<file path="src/rtl/switch_debouncer.sv">
// -----------------------------------------------------------------------------
// switch_debouncer
//
// Conditions the raw DIP-switch pins for the hex-display / LED logic. Each
// switch bit goes through a two-flop synchronizer and then its own stability
// counter. The output bit follows the synchronized bit only after the two have
// disagreed for STABLE_CYCLES consecutive clocks. A bounce back to the current
// output value before then restarts the qualification.
//
// Optional feature (macro SWITCH_DEBOUNCE_STROBE_EN):
//   When defined, a registered one-cycle 'changed' strobe is added. It fires
//   whenever any output bit updates. Several bits updating on the same edge
//   give a single pulse. When the macro is undefined the port does not exist.
//
// Parameters:
//   WIDTH          number of switch bits
//   STABLE_CYCLES  consecutive mismatching cycles needed before an update
//                  (1 .. 2**24; default 480000 = 10 ms at 48 MHz)
//
// Ports:
//   clk      rising-edge clock
//   reset    asynchronous, active-low reset; clears all state
//   sw_raw   raw asynchronous switch pins
//   s        debounced switch value (registered)
//   changed  one-cycle update strobe (registered, only with the macro)
// -----------------------------------------------------------------------------
module switch_debouncer #(
  parameter int WIDTH         = 4,
  parameter int STABLE_CYCLES = 480000
) (
  input  logic             clk,
  input  logic             reset,
  input  logic [WIDTH-1:0] sw_raw,
  output logic [WIDTH-1:0] s
`ifdef SWITCH_DEBOUNCE_STROBE_EN
  ,
  output logic             changed
`endif
);

  // Counter holds 0 .. STABLE_CYCLES-1, so this width always suffices.
  localparam int CW = $clog2(STABLE_CYCLES + 1);
  localparam logic [CW-1:0] TERM_CNT = CW'(STABLE_CYCLES - 1);

  logic [WIDTH-1:0] sync1_reg;
  logic [WIDTH-1:0] sync2_reg;
  logic [WIDTH-1:0] s_reg;
  logic [WIDTH-1:0] s_next;

  // Plain two-flop synchronizer. Nothing sits between the two stages, so the
  // first flop gets a full clock period to settle.
  always_ff @(posedge clk or negedge reset) begin
    if (!reset) begin
      sync1_reg <= '0;
      sync2_reg <= '0;
    end else begin
      sync1_reg <= sw_raw;
      sync2_reg <= sync2_stage_in(sync1_reg);
    end
  end

  function automatic logic [WIDTH-1:0] sync2_stage_in(input logic [WIDTH-1:0] v);
    return v;
  endfunction

  // Per-bit qualification. The per-bit state is implicit:
  //   IDLE    : sync2 == s (counter held at 0)
  //   QUALIFY : sync2 != s (counter runs)
  // Terminal count copies sync2 into s, which drops the bit back to IDLE.
  genvar gi;
  generate
    for (gi = 0; gi < WIDTH; gi++) begin : g_bit
      logic [CW-1:0] cnt_reg;
      logic [CW-1:0] cnt_next;
      logic          s_bit_next;

      always_comb begin
        cnt_next   = cnt_reg;
        s_bit_next = s_reg[gi];
        if (sync2_reg[gi] == s_reg[gi]) begin
          // Back at the output value: any partial qualification is discarded.
          cnt_next = '0;
        end else if (cnt_reg == TERM_CNT) begin
          s_bit_next = sync2_reg[gi];
          cnt_next   = '0;
        end else begin
          cnt_next = cnt_reg + CW'(1);
        end
      end

      always_ff @(posedge clk or negedge reset) begin
        if (!reset) begin
          cnt_reg <= '0;
        end else begin
          cnt_reg <= cnt_next;
        end
      end

      assign s_next[gi] = s_bit_next;
    end
  endgenerate

  always_ff @(posedge clk or negedge reset) begin
    if (!reset) begin
      s_reg <= '0;
    end else begin
      s_reg <= s_next;
    end
  end

  assign s = s_reg;

`ifdef SWITCH_DEBOUNCE_STROBE_EN
  logic [WIDTH-1:0] upd_mask;
  logic             changed_reg;

  // A bit updates exactly when its next value differs from its current one.
  assign upd_mask = s_next ^ s_reg;

  always_ff @(posedge clk or negedge reset) begin
    if (!reset) begin
      changed_reg <= 1'b0;
    end else begin
      changed_reg <= |upd_mask;
    end
  end

  assign changed = changed_reg;
`endif

endmodule

</file>
<file path="config.mk">
export PLATFORM = sky130hd
export DESIGN_NAME = switch_debouncer
export DESIGN_NICKNAME = d
export VERILOG_FILES = /design/src/rtl/switch_debouncer.sv
export SDC_FILE = /design/constraint.sdc
export NUM_CORES = 1
export LEC_CHECK = 0
export BUFFER_PORTS_ARGS = -buffer_cell sky130_fd_sc_hd__buf_2
export CORE_MARGIN = 4
export CORE_UTILIZATION = 56
export CTS_CLUSTER_SIZE = 10
export DETAILED_ROUTE_END_ITERATION = 16
export GPL_ROUTABILITY_DRIVEN = 0
export GPL_TIMING_DRIVEN = 1
export PLACE_DENSITY = 0.75
export SYNTH_ARGS = -nofsm -noshare
export SYNTH_HDL_FRONTEND = slang
export SYNTH_SLANG_ARGS = --single-unit
</file>
<file path="constraint.sdc">
create_clock -name clk -period 1.9 [get_ports clk]
set_input_delay 0.38 -clock clk [delete_from_list [all_inputs] [get_ports clk]]
set_output_delay 0.38 -clock clk [all_outputs]
set_load 0.01 [all_outputs]
</file>
* After elaboration in Yosys (flattened, before gate mapping)
Index checks and enable logic that the tools add are counted. Widths: inputs -> output; s select.
Storage, ports and cells: bits in registers 88
Operators by class: eq/ne operators 8, reductions and logical operators 4, mux-type cells 8, add/subtract/negate cells 4, bitwise operators 4
Operator list (number):
- $mux 19 | 8
- $add 19x1->19 const B | 4
- $eq 19x19->1 const B | 4
- $reduce_and 2->1 | 4
- $eq 1x1->1 | 4
- $not 1->1 | 4

* Depth between registers and ports, before layout
Gate-level depths: netlist of the first run.
depth in word-level cells 3, gate-level depth with buffers 7, gate-level depth less buffers 5

* Worst setup path after synthesis of the first run
OpenSTA, ideal clock, no wires.
kind register to register, start register g_bit[3].cnt_reg[15], end register s_reg[3] (netlist: s[3]), cell stages (with the launch flop) 5, setup slack -0.166 ns, data required time 1.775 ns, data arrival time 1.941 ns, path buffers 0, setup time 0.125 ns, cells stage by stage dfrtp_1 > or4_1 > or4_4 > or2_4 > mux2_4
Between the ends: longest elaborated chain between the ends 2
RTL lines:
- from (decl) | line 73 | logic [CW-1:0] cnt_reg;
- from (signal assigned) | line 95 | cnt_reg <= cnt_next;
- $eq 19x19->1 | line 83 | end else if (cnt_reg == TERM_CNT) begin
- $reduce_and 2->1 (no source line)
- to (signal assigned) | line 107 | s_reg <= s_next;
- to (decl) | line 47 | logic [WIDTH-1:0] s_reg;
Every way passes these cells. A chain may end at the register's enable or synchronous reset.

* Final worst setup path of the first run
Same ends and word-level chain as after synthesis.

==> flow_summary_export.csv, run 1 <==
group,metric,value,unit
run_status,status,"complete, but fails checks",
run_status,violations,"negative setup slack",
logic_synthesis,synth-seq-area-share,53.3,%
sta,tightest_slew,0.636,ns
logic_synthesis,synthCells,403,
sta,fin_ws,-0.136,ns
logic_synthesis,syn_avg_cell_area,10.2,sq um
final_layout,layout_common_cells,"88 x dfrtp_1, 57 x nor2_1, 32 x xnor2_1, 32 x buf_4, 24 x nand3_1",
die,rows,31,
detailed_routing,wire_per_inst,13.8,um
die,initial_utilization,57.2,%
final_layout,final_nets,461,
final_layout,fin_util,67.2,%
worst_setup_path,cp_top_family,"simple AND/OR/NAND/NOR gates",
placed_design,port_buffers,9,
clock_network,clk_pin_slew,0.09,ns
sta,period_needed,2.04,ns
sta,drv_slew,0,
logic_synthesis,synth_top_family_by_area,"simple AND/OR/NAND/NOR gates",
sta,setup_viol,19,
worst_setup_path,cpPeakStageDelay,0.51,ns
logic_synthesis,synth_largest_area_cell,"dfrtp_1",
logic_synthesis,synth_edf_count,0,
logic_synthesis,async_flop_share,100,%
worst_setup_path,worstSetupStartpointType,"flip-flop",
logic_synthesis,synth_xor_area_share,11.5,%
sta,rsz0062_at_grt,"true",
logic_synthesis,synthTopCellsByArea,"dfrtp_1 53%, xnor2_1 6.8%, nor2_1 5.7%, xor2_1 4.7%, nand4_1 3.3%",
placed_design,hpwl,5330,um
worst_setup_path,required,2.13,ns
detailed_routing,dr.pass1.iters,4,
worst_setup_path,worstSetupPathType,"reg2reg",
global_routing,antenna_found_initial,0,
worst_setup_path,r2r_slack,-0.14,ns
die,die_w,93.9,um
global_routing,grt_pass1_wl,13100,um
detailed_routing,routed-via-count,3037,
logic_synthesis,synth_compound_area_share,6.12,%
logic_synthesis,muxShareOfSynthArea,1.18,%
sta,max_freq,491,MHz
sta,finalCritPeriodShare,107,%
pwr,peakVddDrop,0.547,mV
worst_setup_path,path_max_fanout,2,
run,cap_violations,0,
final_layout,n_fill_cell,612,
worst_setup_path,cp.arrival,2.27,ns
worst_setup_path,critical_path.cell_chain,"or4_1 > or4_4 > or2_4 > mux2_4",
worst_setup_path,cp.buffers_inverters,0,
pwr,power_leakage,2.00,nW
final_layout,layout-drive-gt1-share,18.6,%
final_layout,layout.cells.most_common,"dfrtp_1",
detailed_routing,ant_nets,0,
worst_setup_path,worst_setup_path_end_kind,"flip-flop",
detailed_routing,drc,0,
pwr,total_power,0.00353,W
sta,finClkSkew,0.0131,ns
sta,slew_headroom,57.2,%
sta,finalHoldViolations,0,
detailed_routing,vias_per_cell,5.47,
clock_network,numCtsBuffers,9,
logic_synthesis,syn_nets,413,
logic_synthesis,yosys.area_share.simple,24.7,%
hold_path,hp-class,"in2reg",
global_routing,grt_pass1_vias,3066,
die,coreArea,7210,sq um
global_routing,grt_usage,18.7,%
global_routing,grt_max_degree,38,
clock_network,clk_path_buf_depth,2,
detailed_routing,wirelength,7670,um
placed_design,pre_cts_slack,-0.113,ns
logic_synthesis,ys_seq_elements,88,
clock_network,cts_sinks,88,
final_layout,largest_reg_flops,76,
logic_synthesis,synth_cell_types,37,
detailed_routing,drtIter0Drc,95,
logic_synthesis,synth_fa_ha_area_share,1.21,%
die,die_h,93.9,um
clock_network,htreeDepth,3,
logic_synthesis,ys_warn_count,0,
clock_network,root_buffer,"clkbuf_8",
worst_setup_path,crit_slowest_cell,"or4_1",
die,die-area,8810,sq um
pwr,powerDensity,728,nW/um^2
clock_network,clk_latency,0.35,ns
logic_synthesis,syn-cell-area,4130,sq um
global_routing,grt_overflow_total,0,
final_layout,area_delta_synth_final,17.4,%
logic_synthesis,synthFlopType,"dfrtp_1",
logic_synthesis,netlist.area_leader.share,53.3,%
die,io_pins,10,
clock_network,cts_tree,"built",
final_layout,diodes,0,
## final cells by class
class	count	area, sq um	share of cell area [%]
clock inverter	6	91.3	1.88
timing repair buffer	46	355	7.33
multi-input combinational	295	1900	39.1
sequential	88	2200	45.4
tap	99	124	2.55
clock buffer	10	138	2.84
inverter	11	41.3	0.852
## cell usage after synthesis, types with 2 or more instances
library cell  count
a31o_2            3
nor4b_1           3
dfrtp_1          88
a21oi_1          18
clkbuf_1          5
o31ai_1           7
buf_4             2
and3_1            7
or3_1            10
xnor2_1          32
nor2_1           63
or2_2             2
and4_1            6
xor2_1           22
nor3_1            8
mux2_2            3
nor3b_1           2
nand4b_1          3
or4_1            10
nand3_1          24
o21ai_0           9
inv_1            11
nand4_1          22
nor4_1            8
nand2_1          20
ha_1              4
## through the flow
step,TNS [ns],cell area [sq um],hold WS (ns),std cells
final,-1.66,4850,0.130,555
after global routing,-3.62,4850,0.118,555
after floorplan,-0.661,4130,0.0844,403
after detailed placement,-1.35,4530,0.336,536
after CTS,-1.78,4780,0.115,554
after global placement,-1.15,4530,0.335,536
## report_power, final
part	internal, W	switching [W]
clock network	0.000784	0.000665
registers	0.00190	0.0000224
logic	0.0000619	0.0000943
total	0.00275	0.000782
## logic make-up (layout without fill, tap and decap cells)
kind of cell | after synthesis | count (layout)
and+or+nand+nor | 193 | 193
muxes | 4 | 4
xor gates and xnor gates | 54 | 54
DFF | 88 | 88
adders and majority gates | 4 | 4
buffers and inverters | 20 | 73
AOI/OAI and AO/OA | 40 | 40
## what timing repair did
item | in CTS | in global routing
endpoints found under the hold margin | 26 | 0
cloned | 1 | 0
hold buffers | 1 | 0
gates resized for setup | 3 | 16
pin swaps | 0 | 3
endpoints found under the setup margin | 19 | 32
buffers inserted | 0 | 1
## per-layer routing
layer / vias to the layer above / part of all wire (%) / GRT usage, %
li1: 1532 / - / -
met1: 1473 / 47 / 23.3
met2: 21 / 50 / 31.6
met3: 11 / 1.6 / 3.21
met4: 0 / 1.7 / 8.90
met5: - / 0 / 0
## final timing paths
path,startpoint,to,cells past startpoint
max in group asynchronous,reset,g_bit[1].cnt_reg[12]$_DFF_PN0_,3
min in group asynchronous,reset,g_bit[2].cnt_reg[8]$_DFF_PN0_,2
max reg2reg,g_bit[3].cnt_reg[15]$_DFF_PN0_,s[3]$_DFFE_PN0P_,4
min reg2reg,sync1_reg[2]$_DFF_PN0_,sync2_reg[2]$_DFF_PN0_,0
min,sw_raw[2],sync1_reg[2]$_DFF_PN0_,1
max,g_bit[3].cnt_reg[15]$_DFF_PN0_,s[3]$_DFFE_PN0P_,4
(Power assumes the default switching activity.)
==> inputs of run 2 (changes only) <==
--- a/config.mk
+++ b/config.mk
@@ -6,13 +6,12 @@
 export NUM_CORES = 1
 export LEC_CHECK = 0
 export BUFFER_PORTS_ARGS = -buffer_cell sky130_fd_sc_hd__buf_2
-export CORE_MARGIN = 4
-export CORE_UTILIZATION = 56
+export CORE_UTILIZATION = 62
 export CTS_CLUSTER_SIZE = 10
 export DETAILED_ROUTE_END_ITERATION = 16
 export GPL_ROUTABILITY_DRIVEN = 0
 export GPL_TIMING_DRIVEN = 1
-export PLACE_DENSITY = 0.75
+export PLACE_DENSITY = 0.8
 export SYNTH_ARGS = -nofsm -noshare
 export SYNTH_HDL_FRONTEND = slang
 export SYNTH_SLANG_ARGS = --single-unit
==> constraint.sdc (replaced) <==
create_clock -name clk -period 2.2 [get_ports clk]
set_input_delay 0.44 -clock clk [delete_from_list [all_inputs] [get_ports clk]]
set_output_delay 0.44 -clock clk [all_outputs]
set_load 0.01 [all_outputs]
==> run 2 against run 1 <==
The flow now finishes without violations. Routed wire length decreased by 0.10%. Worst hold slack got worse by 0.033 ns. Critical path depth unchanged. Sequential share of layout area up 3.1 points. Sequential cell count did not move. Combinational power is 29% lower. Critical endpoint unchanged. Largest power group unchanged.
==> flow_summary_export.csv, run 2 (synthesis results as in run 1) <==
group,metric,value,unit
run_status,status,"complete, no violations",
worst_setup_path,crit_slowest_cell,"or4_4",
final_layout,layout_common_cells,"88 x dfrtp_1, 63 x nor2_1, 32 x xnor2_1",
detailed_routing,drtIter0Drc,150,
final_layout,layout-drive-gt1-share,11.6,%
clock_network,htreeDepth,3,
detailed_routing,routed-via-count,3061,
pwr,total_power,0.00290,W
sta,finalCritPeriodShare,95.8,%
sta,setup_tns,0,ns
placed_design,port_buffers,9,
global_routing,grt_usage,24.5,%
sta,rsz0062_at_grt,"false",
sta,holdWs,0.0967,ns
die,rows,29,
worst_setup_path,reg2regPathDepth,4,
detailed_routing,ant_nets,0,
final_layout,largest_reg_flops,76,
detailed_routing,drc,0,
worst_setup_path,cp.arrival,2.34,ns
clock_network,clk_pin_slew,0.08,ns
worst_setup_path,worstSetupPathType,"reg2reg",
global_routing,grt_pass1_vias,3110,
die,io_pins,10,
detailed_routing,dr.pass1.iters,4,
clock_network,hold_buffers,0,
run,cap_violations,0,
die,die-area,6990,sq um
detailed_routing,wire_per_inst,15.1,um
die,initial_utilization,64.7,%
sta,tightest_slew,0.567,ns
worst_setup_path,critical_path.startpoint,"g_bit[3].cnt_reg[13]$_DFF_PN0_",
worst_setup_path,r2r_start,"g_bit[3].cnt_reg[13]$_DFF_PN0_",
clock_network,cts_tree,"built",
clock_network,cts_sinks,88,
die,die_w,83.6,um
worst_setup_path,cp.buffers_inverters,0,
placed_design,hpwl,5200,um
die,die_h,83.6,um
worst_setup_path,cp_top_family,"simple AND/OR/NAND/NOR gates",
final_layout,area_delta_synth_final,9.91,%
worst_setup_path,path_max_fanout,4,
worst_setup_path,rr_endpoint,"s[3]$_DFFE_PN0P_",
worst_setup_path,worstSetupStartpointType,"flip-flop",
detailed_routing,vias_per_cell,6.03,
pwr,peakVddDrop,0.522,mV
global_routing,grt_overflow_total,0,
sta,slew_headroom,61.9,%
clock_network,clk_path_buf_depth,2,
sta,period_needed,2.11,ns
detailed_routing,wirelength,7670,um
worst_setup_path,r2r_slack,0.09,ns
final_layout,final_nets,436,
clock_network,post_cts_buffers,0,
global_routing,antenna_found_initial,0,
global_routing,grt_pass1_wl,13900,um
pwr,powerDensity,638,nW/um^2
sta,setup_viol,0,
pwr,power_leakage,1.86,nW
worst_setup_path,cpPeakStageDelay,0.52,ns
clock_network,root_buffer,"clkbuf_8",
worst_setup_path,required,2.43,ns
global_routing,grt_max_degree,89,
worst_setup_path,critical_path.cell_chain,"or4_1 > or4_4 > or2_4 > mux2_4",
final_layout,fin_util,71.1,%
hold_path,hp-class,"in2async",
clock_network,numCtsBuffers,9,
clock_network,post_cts_resized,0,
worst_setup_path,worst_setup_path_end_kind,"flip-flop",
sta,drv_slew,0,
clock_network,clk_latency,0.35,ns
sta,max_freq,474,MHz
final_layout,layout.cells.most_common,"dfrtp_1",
sta,finClkSkew,0.0108,ns
final_layout,n_fill_cell,482,
die,coreArea,6390,sq um
sta,finalHoldViolations,0,
final_layout,diodes,0,
[run 2: cell count changes in the layout (fill, tap and decap cells not counted), sizes merged]
cell,change
clkinvlp,+2
buf,-24
clkinv,-1
dlygate4sd3,-1
bufinv,-1
[run 2: area by class of cell]
cell class                      count  area (sq um)  share of cell area, %
Clock buffer                       10           138                   3.03
Timing Repair Buffer               21           150                   3.31
Sequential cell                    88          2200                   48.5
Inverter                           11          41.3                  0.910
Multi-Input combinational cell    295          1840                   40.6
Tap cell                           77          96.3                   2.12
Clock inverter                      6          67.6                   1.49
[run 2: worst register-to-register path, cell delays in order (launching register included)]
cell	delay (ns)
dfrtp_1	0.42
or4_1	0.51
or4_4	0.52
or2_4	0.26
mux2_4	0.29
[run 2: metrics by stage]
stage | area [sq um] | setup WS [ns] | instances
2_1_floorplan | 4130 | 0.134 | 403
3_3_place_gp | 4330 | 0.136 | 492
3_5_place_dp | 4330 | 0.118 | 492
4_1_cts | 4540 | 0.0913 | 508
5_1_grt | 4540 | 0.0658 | 508
6_report | 4540 | 0.0922 | 508
[run 2: worst max-delay path by stage]
stage	end	slack, ns	cells past startpoint
after detailed placement	s[3]$_DFFE_PN0P_	0.12	4
final	s[3]$_DFFE_PN0P_	0.09	4
after floorplan	s[3]$_DFFE_PN0P_	0.13	4
after global routing	s[3]$_DFFE_PN0P_	0.07	4
after global placement	s[3]$_DFFE_PN0P_	0.14	4
after CTS	s[3]$_DFFE_PN0P_	0.09	4
[run 2: report_power, final]
part	switching [W]	internal, W	leakage [nW]
combinational	0.0000727	0.0000369	0.559
sequential	0.0000211	0.00164	1.20
clock	0.000566	0.000560	0.0989
total	0.000660	0.00224	1.86
[run 2: per-layer routing]
layer  global-route usage (%)  routed length [um]  up-vias
met5                        0                   0        -
met4                     9.24                  89        0
met3                     3.26                 199        7
met2                     42.4                3980       51
met1                     31.7                3390     1528
li1                         -                   -     1475
